## config.mk

```make
export PLATFORM = sky130hd
export DESIGN_NAME = axis_ad5791_spi_multi
export DESIGN_NICKNAME = d
export VERILOG_FILES = /design/src/rtl/axis_ad5791_spi_multi.sv
export SDC_FILE = /design/constraint.sdc
export NUM_CORES = 1
export LEC_CHECK = 0
export BUFFER_PORTS_ARGS = -buffer_cell sky130_fd_sc_hd__buf_4
export CAP_MARGIN = 20
export CORE_UTILIZATION = 50
export CTS_BUF_LIST = sky130_fd_sc_hd__clkbuf_4 sky130_fd_sc_hd__clkbuf_8
export DETAILED_ROUTE_END_ITERATION = 7
export HOLD_SLACK_MARGIN = 0.05
export PLACE_DENSITY = 0.75
export SYNTH_ARGS = -nofsm -noshare
export SYNTH_HDL_FRONTEND = slang
export SYNTH_SLANG_ARGS = --single-unit
```

## constraint.sdc

```tcl
create_clock -name a_clk -period 4.45 [get_ports a_clk]
set_input_delay 0.89 -clock a_clk [delete_from_list [all_inputs] [get_ports a_clk]]
set_output_delay 0.89 -clock a_clk [all_outputs]
set_load 0.01 [all_outputs]
```

## src/rtl/axis_ad5791_spi_multi.sv

```systemverilog
// AXIS to AD5791 multi-DAC SPI serializer: shared SCLK/SYNC, one SDO per DAC,
// command-prefixed words, optional LDAC pulse, busy and frame counter.
module axis_ad5791_spi_multi #(
  parameter int NUM_DAC = 4,
  parameter int DAC_DATA_WIDTH = 20,
  parameter int DAC_WORD_WIDTH = 24,
  parameter int SAXIS_TDATA_WIDTH = 32,
  parameter logic [DAC_WORD_WIDTH-DAC_DATA_WIDTH-1:0] DATA_CMD = 4'b0001,
  parameter int SCLK_DIV = 4,
  parameter int SYNC_HIGH_CYCLES = 2,
  parameter int LDAC_CYCLES = 4
) (
  input  logic a_clk,
  input  logic a_rst,
  input  logic [NUM_DAC*SAXIS_TDATA_WIDTH-1:0] s_axis_tdata,
  input  logic [NUM_DAC-1:0] s_axis_tvalid,
  input  logic cfg_mode,
  input  logic [2:0] cfg_axis,
  input  logic [DAC_WORD_WIDTH-1:0] cfg_tdata,
  input  logic cfg_tvalid,
  input  logic cfg_send,
  output logic spi_sclk,
  output logic spi_sync_n,
  output logic [NUM_DAC-1:0] spi_sdo,
  output logic ldac_n,
  output logic busy,
  output logic [31:0] frame_count
);
  localparam int HALF = SCLK_DIV / 2;
  localparam int DW = $clog2(SCLK_DIV);
  localparam int BW = $clog2(DAC_WORD_WIDTH);
  localparam int HW = $clog2(SYNC_HIGH_CYCLES + 1);
  localparam int LW = $clog2(LDAC_CYCLES + 2);

  typedef enum logic [1:0] {IDLE, SHIFT, HOLD, LDAC} state_t;
  state_t state, state_nxt;

  logic [DW-1:0] div_cnt, div_nxt;
  logic rise_tick;
  logic [DAC_WORD_WIDTH-1:0] in_reg [NUM_DAC];
  logic [DAC_WORD_WIDTH-1:0] sent_reg [NUM_DAC];
  logic [BW-1:0] bit_cnt;
  logic [HW-1:0] hold_cnt;
  logic [LW-1:0] ldac_cnt;
  logic mode_f, send_d, send_flag;
  logic data_diff, start_req, start;
  logic unused_bits;

  // Only the MSB-aligned code bits are serialized.
  assign unused_bits = ^s_axis_tdata;

  assign div_nxt = (div_cnt == DW'(SCLK_DIV - 1)) ? '0 : div_cnt + 1'b1;
  assign rise_tick = (div_cnt == DW'(HALF - 1));
  assign start_req = cfg_mode ? send_flag : data_diff;
  assign start = (state == IDLE) && (state_nxt == SHIFT);
  assign busy = (state != IDLE);

  always_comb begin
    data_diff = 1'b0;
    for (int k = 0; k < NUM_DAC; k++)
      if (in_reg[k] != sent_reg[k]) data_diff = 1'b1;
  end

  always_comb begin
    state_nxt = state;
    unique case (state)
      IDLE:
        if (rise_tick && start_req) state_nxt = SHIFT;
      SHIFT:
        if (rise_tick && bit_cnt == '0) state_nxt = HOLD;
      HOLD:
        if (rise_tick && hold_cnt == HW'(SYNC_HIGH_CYCLES - 1))
          state_nxt = (!mode_f && LDAC_CYCLES > 0) ? LDAC : IDLE;
      LDAC:
        if (ldac_cnt == LW'(LDAC_CYCLES - 1)) state_nxt = IDLE;
      default:
        state_nxt = IDLE;
    endcase
  end

  always_ff @(posedge a_clk) begin
    if (a_rst) state <= IDLE;
    else state <= state_nxt;
  end

  always_ff @(posedge a_clk) begin
    if (a_rst) begin
      div_cnt <= '0;
      spi_sclk <= 1'b0;
      send_d <= 1'b0;
      send_flag <= 1'b0;
      spi_sync_n <= 1'b1;
      spi_sdo <= '0;
      ldac_n <= (LDAC_CYCLES != 0);
      frame_count <= '0;
      bit_cnt <= '0;
      hold_cnt <= '0;
      ldac_cnt <= '0;
      mode_f <= 1'b0;
      for (int k = 0; k < NUM_DAC; k++) begin
        in_reg[k] <= '0;
        sent_reg[k] <= '0;
      end
    end else begin
      div_cnt <= div_nxt;
      spi_sclk <= (div_nxt >= DW'(HALF));
      send_d <= cfg_send;
      // An edge arriving while a frame starts stays pending.
      if (cfg_mode && cfg_send && !send_d) send_flag <= 1'b1;
      else if (start) send_flag <= 1'b0;
      for (int k = 0; k < NUM_DAC; k++) begin
        if (!cfg_mode && s_axis_tvalid[k])
          in_reg[k] <= {DATA_CMD,
            s_axis_tdata[k*SAXIS_TDATA_WIDTH + SAXIS_TDATA_WIDTH - 1 -: DAC_DATA_WIDTH]};
        if (cfg_mode && cfg_tvalid && cfg_axis == 3'(k))
          in_reg[k] <= cfg_tdata;
      end
      unique case (state)
        IDLE:
          if (start) begin
            spi_sync_n <= 1'b0;
            bit_cnt <= BW'(DAC_WORD_WIDTH - 1);
            mode_f <= cfg_mode;
            for (int k = 0; k < NUM_DAC; k++) begin
              sent_reg[k] <= in_reg[k];
              spi_sdo[k] <= in_reg[k][DAC_WORD_WIDTH-1];
            end
          end
        SHIFT:
          if (rise_tick) begin
            if (bit_cnt != '0) begin
              bit_cnt <= bit_cnt - 1'b1;
              for (int k = 0; k < NUM_DAC; k++)
                spi_sdo[k] <= sent_reg[k][bit_cnt - 1'b1];
            end else begin
              spi_sync_n <= 1'b1;
              spi_sdo <= '0;
              hold_cnt <= '0;
            end
          end
        HOLD:
          if (rise_tick) begin
            hold_cnt <= hold_cnt + 1'b1;
            if (state_nxt != HOLD) frame_count <= frame_count + 32'd1;
            if (state_nxt == LDAC) begin
              ldac_n <= 1'b0;
              ldac_cnt <= '0;
            end
          end
        LDAC: begin
          ldac_cnt <= ldac_cnt + 1'b1;
          if (state_nxt == IDLE) ldac_n <= 1'b1;
        end
        default: ;
      endcase
    end
  end
endmodule
```

==> results of run 1 <==
==> cell families after synthesis <==
family | after synthesis | synth area share
simple gates | 384 | 0.182
flops | 247 | 0.566
compound gates | 141 | 0.0911
xor+xnor | 108 | 0.0779
buf+inv | 58 | 0.0217
mux | 36 | 0.0544
fa+ha+maj | 7 | 0.00722
==> report_power, final <==
group / internal, mW / total (mW) / switching, mW
clock network: 1.15 / 2.05 / 0.901
logic: 0.461 / 1.10 / 0.642
registers: 2.70 / 2.85 / 0.153
total: 4.31 / 6.00 / 1.70
==> synthesized netlist by cell type, types with 9 or more instances <==
cell type,count,area (um^2)
edfxtp_1,192,5770
and2_1,111,694
a22o_1,80,701
xor2_1,77,674
nor2_1,56,210
dfxtp_1,55,1100
clkbuf_1,35,131
nor4_1,35,219
nor2b_1,34,213
xnor2_1,31,272
nand4_1,30,188
nand2_1,29,109
mux4_2,24,541
nand2b_1,17,106
nand3_1,17,85.1
a21oi_1,14,70.1
nor3_1,13,65.1
inv_1,12,45.0
mux2i_1,12,120
o21ai_0,12,60.1
a211oi_1,9,67.6
and3_1,9,56.3
==> cell type report <==
class | count | area, um^2
Fill cell | 1878 | 9100
Sequential cell | 247 | 6870
Multi-Input combinational cell | 676 | 5030
Timing Repair Buffer | 173 | 1320
Clock buffer | 55 | 701
Tap cell | 319 | 399
Clock inverter | 22 | 150
Inverter | 12 | 45.0
Antenna cell | 1 | 2.50
==> metal layers <==
layer | track usage | up-vias | wire, um
li1 | - | 4038 | -
met1 | 0.375 | 4326 | 14500
met2 | 0.459 | 406 | 16000
met3 | 0.0457 | 64 | 2380
met4 | 0.0929 | 0 | 990
met5 | 0 | - | 0
==> critical path: stages, from the launching register on <==
cell,delay [ns]
edfxtp_1,0.41
xor2_1,0.24
nor4_1,0.36
nand4_1,0.19
or4_1,0.61
o211a_1,0.32
nand2_1,0.25
nand2_4,0.08
buf_12,0.27
==> path summary, 6_finish.rpt <==
check	start	end	slack [ns]
setup / recovery	in_reg[1][6]	sent_reg[2][5]	1.37
hold / removal	div_cnt[0]	div_cnt[0]	0.46
setup reg to reg	in_reg[1][6]	sent_reg[2][5]	1.37
hold reg to reg	div_cnt[0]	div_cnt[0]	0.46
==> cell usage in the layout, fill, tap and decap left out, types with 12 or more instances in the layout <==
cell / synthesis / final
nand3_1: 17 / 17
inv_1: 12 / 12
nor2_1: 56 / 55
clkbuf_8: 0 / 46
o21ai_0: 12 / 12
buf_4: 0 / 171
xor2_1: 77 / 77
a22o_1: 80 / 80
and2_1: 111 / 111
xnor2_1: 31 / 31
a21oi_1: 14 / 14
nor3_1: 13 / 13
dfxtp_1: 55 / 54
nor2b_1: 34 / 34
nand2b_1: 17 / 17
nand4_1: 30 / 30
nand2_1: 29 / 28
mux4_2: 24 / 24
mux2i_1: 12 / 12
edfxtp_1: 192 / 192
nor4_1: 35 / 35
==> run_results.csv, run 1 <==
group,metric,value,unit
logic_synthesis,ys_seq_elements,247,
detailed_routing,drc,0,
power_and_ir_drop,ir_drop,0.197,mV
layout,finalNonFillerCells,1505,
floorplanning,dieArea,24900,um^2
placed_design,io_buffers,155,
logic_synthesis,netlist_area,12100,um^2
floorplanning,pin_count,204,
clocking,numCtsBuffers,42,
clocking,htreeDepth,2,
floorplanning,chipHeight,158,um
sta,final-hold-violation-count,0,
detailed_routing,routed_via_density,5.87,
placed_design,place_inst,1427,
sta,finalCriticalPeriod,3.08,ns
sta,fmax,325,MHz
sta,worst_pin_slew,1.13,ns
logic_synthesis,ys_types,51,
power_and_ir_drop,leakagePower,5.64,nW
run_status,outcome,"finished, final reports clean",
clocking,cts_tree,"done",
logic_synthesis,synth_flop_cell,"edfxtp_1",
floorplanning,start_util,0.514,
logic_synthesis,async_flop_share,0,
min_path,worst_hold_path_type,"flop to flop",
layout,finalInstanceArea,14500,um^2
layout,area_growth,19.6,%
placed_design,dp_hpwl,25.7,mm
clocking,cts_hold_repair.buffers,0,
detailed_routing,wl,33.9,mm
clocking,post_cts_buffers,0,
logic_synthesis,syn_inst,981,
layout,drive_gt1_frac,0.232,
worst_setup_path,required,4.68,ns
logic_synthesis,syn-num-nets,1152,
detailed_routing,ant_nets,0,
layout,fin_nets,1323,
sta,drv_slew,0,
detailed_routing,wl_per_cell,22.5,um
placed_design,gp_congestion,0.952,
sta,rsz0062_at_grt,"no",
global_routing,antenna_found_initial,1,
global_routing,grt_pass1_vias,8553,
global_routing,overflow,0,
floorplanning,rows,56,
clocking,worstSkewPairLatency,0.54,ns
worst_setup_path,r2r_cells,8,
sta,tns,0,ns
clocking,cts_sinks,247,
power_and_ir_drop,power.density,414,nW/um^2
global_routing,grt_usage,0.279,
worst_setup_path,path_max_fanout,96,
sta,setup-violations-final,0,
sta,whs,0.460,ns
global_routing,grt_max_degree,97,
placed_design,dp_slack,1.09,ns
logic_synthesis,ys_warn_count,0,
min_path,min_path_cells,1,
detailed_routing,drt_iter0_markers,905,
floorplanning,fp.coreArea,23600,um^2
floorplanning,die_w,158,um
worst_setup_path,critPathArrivalTime,3.30,ns
sta,fin_ws,1.37,ns
layout,final_util,0.615,
worst_setup_path,endpoint_kind,"flop",
clocking,cts_resized,0,
sta,min_period_over_period,0.692,
flow_run,cap_violations,0,
clocking,root_buffer,"clkbuf_8",
global_routing,grt_pass1_wl,50.5,mm
worst_setup_path,start_kind,"flop",
clocking,max-clock-path-buffers,3,
detailed_routing,dr.pass1.iters,5,
sta,clock_skew,0.0215,ns
worst_setup_path,crit_type,"flop to flop",
logic_synthesis,ys_seq_area_frac,0.566,
placed_design,place_area,13700,um^2
logic_synthesis,syn_area_per_cell,12.4,um^2
clocking,clk_pin_slew,0.06,ns
sta,slew_headroom,0.244,
power_and_ir_drop,power.total,6.00,mW
detailed_routing,dr_total_vias,8834,
logic_synthesis,synth_edf_count,192,
Power figures use the tool's default switching activity.
==> inputs of run 2 (changes only) <==
PLACE_DENSITY = 0.72   (was 0.75)
clock period = 2.95 ns   (was 4.45 ns; I/O delays follow)
==> run 2 against run 1 <==
Compared with the run above: sequential share of layout area shrank 0.35 points; global-route usage shrank 0.19 points; highest routed layer unchanged; design area grew 0.74%; clock skew is essentially flat; worst setup slack lost 1.3 ns; core utilization grew 0.46 points; largest power group unchanged; critical endpoint is now sent_reg[2][4]; critical path type unchanged.
==> run_results.csv, run 2 (synthesized netlist as in run 1, its figures left out) <==
group,metric,value,unit
run_status,outcome,"finished, final reports clean",
worst_setup_path,reg2reg_to,"sent_reg[2][4]",
detailed_routing,drt_iter0_markers,751,
detailed_routing,routed_via_density,5.80,
clocking,cts_tree,"done",
power_and_ir_drop,ir_drop,0.383,mV
detailed_routing,ant_nets,0,
layout,final_common_cell,"edfxtp_1",
clocking,cts_sinks,247,
floorplanning,chipHeight,158,um
placed_design,gp_congestion,1.02,
floorplanning,pin_count,204,
global_routing,antenna_found_initial,0,
sta,finalCriticalPeriod,2.87,ns
sta,rsz0062_at_grt,"no",
sta,fmax,348,MHz
detailed_routing,drc,0,
clocking,htreeDepth,2,
floorplanning,die_w,158,um
power_and_ir_drop,leakagePower,5.69,nW
floorplanning,rows,56,
worst_setup_path,r2r_start,"in_reg[3][6]",
min_path,min_path_cells,2,
placed_design,place_inst,1443,
power_and_ir_drop,power.total,8.96,mW
floorplanning,fp.coreArea,23600,um^2
clocking,numCtsBuffers,42,
sta,slew_headroom,0.540,
floorplanning,dieArea,24900,um^2
worst_setup_path,crit_type,"flop to flop",
global_routing,grt_pass1_wl,49.5,mm
sta,final-hold-violation-count,0,
detailed_routing,wl,34.0,mm
sta,tns,0,ns
sta,drv_slew,0,
worst_setup_path,required,3.23,ns
clocking,max-clock-path-buffers,3,
worst_setup_path,critPathArrivalTime,3.15,ns
global_routing,grt_usage,0.277,
layout,fillers,1889,
layout,antennaDiodeCount,0,
worst_setup_path,endpoint_kind,"flop",
layout,area_growth,20.5,%
clocking,clk_pin_slew,0.06,ns
placed_design,io_buffers,155,
detailed_routing,wl_per_cell,22.4,um
sta,clock_skew,0.0217,ns
detailed_routing,dr.pass1.iters,6,
sta,whs,0.334,ns
min_path,min_to,"in_reg[3][19]",
global_routing,overflow,0,
worst_setup_path,start_kind,"flop",
global_routing,grt_max_degree,52,
layout,finalNonFillerCells,1516,
sta,setup-violations-final,0,
sta,min_period_over_period,0.973,
worst_setup_path,reg2reg_slack,0.08,ns
sta,worst_pin_slew,0.689,ns
min_path,worstHoldStart,"s_axis_tdata[127]",
layout,fin_nets,1339,
clocking,worstSkewPairLatency,0.55,ns
layout,final_util,0.619,
worst_setup_path,r2r_cells,8,
flow_run,cap_violations,0,
layout,final_cell_mix,"192 x edfxtp_1, 184 x buf_4, 111 x and2_1",
min_path,worst_hold_path_type,"input pin to flop",
detailed_routing,dr_total_vias,8794,
global_routing,grt_pass1_vias,8491,
power_and_ir_drop,power.density,613,nW/um^2
floorplanning,start_util,0.514,
placed_design,dp_hpwl,25.9,mm
layout,drive_gt1_frac,0.246,
clocking,root_buffer,"clkbuf_8",
worst_setup_path,path_max_fanout,48,
## run 2: cell types whose count changed in the layout (fill, tap and decap cells not counted), sizes merged
cell	before	now
clkbuf	55	60
clkinv	19	11
diode	1	0
buf	173	189
clkinvlp	1	2
bufinv	2	0
## run 2: area by class of cell
type                            count  area, um^2  share of cell area
Clock buffer                       60         726              0.0496
Clock inverter                     13        62.6             0.00428
Inverter                           12        45.0             0.00308
Multi-Input combinational cell    676        5040               0.345
Sequential cell                   247        6870               0.470
Tap cell                          319         399              0.0273
Timing Repair Buffer              189        1480               0.101
## run 2: what timing repair did
item                                    4_1_cts  5_1_grt
buffers inserted                              0        0
resized for setup                             0        2
hold endpoints to repair                      0        0
endpoints found under the setup margin        0       54
hold buffers                                  0        0
## run 2: routing by layer
metal | GRT usage | vias to the layer above | part of all wire
met5 | 0 | - | 0
met4 | 0.124 | 0 | 0.039
met3 | 0.0630 | 77 | 0.089
met2 | 0.437 | 395 | 0.46
met1 | 0.364 | 4259 | 0.41
li1 | - | 4063 | -
## run 2: how the worst max path moves through the flow
| stage | from | end | slack (ns) | cells after the start |
|---|---|---|---|---|
| after global routing | in_reg[3][6] | sent_reg[2][2] | 0.005 | 8 |
| after global placement | in_reg[1][5] | sent_reg[2][2] | 0.14 | 8 |
| after detailed placement | in_reg[0][2] | sent_reg[2][4] | 0.12 | 8 |
| final | in_reg[3][6] | sent_reg[2][4] | 0.08 | 8 |
| after CTS | sent_reg[3][13] | sent_reg[2][4] | 0.10 | 8 |
| after floorplan | in_reg[3][14] | sent_reg[0][0] | 0.07 | 7 |
## run 2: stage by stage
step	cell area (um^2)	setup slack, ns
6_report	14600	0.0792
5_1_grt	14600	0.00468
4_1_cts	14600	0.104
3_5_place_dp	13800	0.117
3_3_place_gp	13800	0.136
2_1_floorplan	12100	0.0745
## run 2: report_power, final
part           total [mW]  internal, mW  switching [mW]  leakage, nW
clock                2.94          1.58            1.36        0.419
combinational        1.73         0.740           0.995         2.87
sequential           4.29          4.07           0.221         2.41
## run 2: worst max-delay path, cell delays in order (launching register included)
cell and delay [ns]:
edfxtp_1 0.41, xor2_1 0.24, or4b_1 0.53, nor4_1 0.24, nand4_1 0.31, o211ai_2 0.30, nor2_4 0.18, buf_12 0.22
and2_1 0.18
==> inputs of run 3 (changes only) <==
CORE_UTILIZATION = 31   (was 50)
PLACE_DENSITY = 0.53   (was 0.72)
==> run 3 against run 2 <==
Compared with the run above: flip-flop and latch count unchanged; clock power rose by 12%; hold slack got worse by 0.025 ns; design area is 3.3% higher; sequential share of layout area is 1.5 points lower; die area rose by 60%; via count is 0.38% lower; fmax grew 1.3%; global-route usage fell by 8.8 points; first-iteration DRC count fell by 30%; worst setup slack better by 0.037 ns.
==> run_results.csv, run 3 (synthesized netlist as in run 1, its figures left out) <==
group,metric,value,unit
global_routing,grt_max_degree,48,
detailed_routing,dr.max_layer_used,"met4",
placed_design,gp_congestion,0.917,
min_path,worst_hold_path_type,"input pin to flop",
detailed_routing,wl,37.8,mm
power_and_ir_drop,power.density,620,nW/um^2
worst_setup_path,endpoint_kind,"flop",
layout,final_util,0.391,
sta,worst_pin_slew,0.605,ns
sta,fmax,353,MHz
clocking,max-clock-path-buffers,3,
floorplanning,start_util,0.314,
floorplanning,rows,72,
layout,antennaDiodeCount,0,
placed_design,io_buffers,155,
worst_setup_path,critPathArrivalTime,3.30,ns
layout,area_growth,24.5,%
detailed_routing,route.met2.wl,17.7,mm
detailed_routing,drt_iter0_markers,527,
power_and_ir_drop,ir_drop,0.250,mV
min_path,min_to,"in_reg[0][12]",
global_routing,antenna_found_initial,0,
clocking,cts_sinks,247,
worst_setup_path,crit_type,"flop to flop",
run_status,outcome,"finished, final reports clean",
flow_run,cap_violations,0,
sta,finalCriticalPeriod,2.83,ns
clocking,cts_tree,"done",
detailed_routing,dr_total_vias,8761,
floorplanning,chipHeight,200,um
layout,fin_nets,1348,
global_routing,grt_usage,0.189,
sta,clock_skew,0.0269,ns
floorplanning,fp.coreArea,38600,um^2
clocking,root_buffer,"clkbuf_8",
worst_setup_path,reg2reg_slack,0.12,ns
sta,whs,0.310,ns
sta,final-hold-violation-count,0,
layout,final_cell_mix,"192 x edfxtp_1, 187 x buf_4, 111 x and2_1",
global_routing,grt_pass1_vias,8584,
worst_setup_path,start_kind,"flop",
layout,final_common_cell,"edfxtp_1",
power_and_ir_drop,leakagePower,5.80,nW
clocking,worstSkewPairLatency,0.57,ns
global_routing,grt_pass1_wl,54.8,mm
layout,finalNonFillerCells,1731,
clocking,clk_pin_slew,0.06,ns
sta,drv_slew,0,
placed_design,dp_hpwl,29.1,mm
worst_setup_path,path_max_fanout,5,
detailed_routing,wl_met3,2.04,mm
sta,min_period_over_period,0.961,
sta,setup-violations-final,0,
worst_setup_path,required,3.42,ns
detailed_routing,ant_nets,0,
floorplanning,dieArea,39900,um^2
sta,tns,0,ns
min_path,worstHoldStart,"s_axis_tdata[24]",
sta,rsz0062_at_grt,"no",
power_and_ir_drop,power.total,9.36,mW
clocking,numCtsBuffers,45,
clocking,htreeDepth,2,
detailed_routing,routed_via_density,5.06,
placed_design,place_inst,1643,
global_routing,overflow,0,
worst_setup_path,r2r_start,"in_reg[2][4]",
min_path,min_path_cells,2,
worst_setup_path,r2r_cells,8,
detailed_routing,wl_met1,17.1,mm
detailed_routing,dr.pass1.iters,7,
detailed_routing,drc,0,
detailed_routing,wl_per_cell,21.8,um
worst_setup_path,reg2reg_to,"spi_sdo[1]",
layout,drive_gt1_frac,0.259,
floorplanning,pin_count,204,
floorplanning,die_w,200,um
sta,slew_headroom,0.596,
-- run 3: cell types whose count changed in the layout (fill, tap and decap cells not counted), sizes merged --
cell / change
bufinv: +1
clkinv: +4
buf: +6
clkbuf: +5
-- run 3: worst max-delay path, stage by stage, from the launching register on --
cell,delay (ns)
edfxtp_1,0.42
xnor2_1,0.35
nand4_1,0.18
or4b_1,0.52
or4_1,0.53
nor3_2,0.30
buf_4,0.17
nor2_2,0.06
a211oi_1,0.23
-- run 3: where the power goes --
| group | internal (mW) | switching, mW |
|---|---|---|
| Clock | 1.82 | 1.46 |
| Sequential | 4.07 | 0.237 |
| Combinational | 0.755 | 1.02 |
| Total | 6.65 | 2.72 |
-- run 3: layout make-up --
class / count / area [um^2]
clock buffer: 65 / 795
tap: 518 / 648
timing repair buffer: 195 / 1560
inverter: 12 / 45.0
clock inverter: 18 / 115
multi-input combinational: 676 / 5070
sequential: 247 / 6870
fill: 3719 / 23500
-- run 3: how the worst max path moves through the flow --
stage	start	end	slack (ns)	cells past startpoint
2_1_floorplan	in_reg[3][14]	sent_reg[0][0]	0.07	7
3_3_place_gp	in_reg[2][4]	bit_cnt[0]	0.13	8
3_5_place_dp	in_reg[1][5]	sent_reg[3][5]	0.12	8
4_1_cts	in_reg[2][4]	spi_sdo[1]	0.09	8
5_1_grt	in_reg[1][1]	sent_reg[0][3]	0.03	8
6_report	in_reg[2][4]	spi_sdo[1]	0.12	8
-- run 3: routing by layer --
layer,GRT usage,vias to the layer above
met3,0.0338,58
met4,0.0571,0
met5,0,-
met1,0.255,4302
li1,-,4092
met2,0.309,309
-- run 3: what timing repair did --
action / CTS / global route
setup buffers: 0 / 5
endpoints found under the setup margin: 0 / 100
hold endpoints to repair: 0 / 0
resized for setup: 0 / 6
hold buffers: 0 / 0
-- run 3: stage by stage --
stage	cell area [um^2]	setup slack, ns
6_report	15100	0.116
5_1_grt	15100	0.0297
4_1_cts	15000	0.0889
3_5_place_dp	14100	0.116
3_3_place_gp	14100	0.128
2_1_floorplan	12100	0.0745
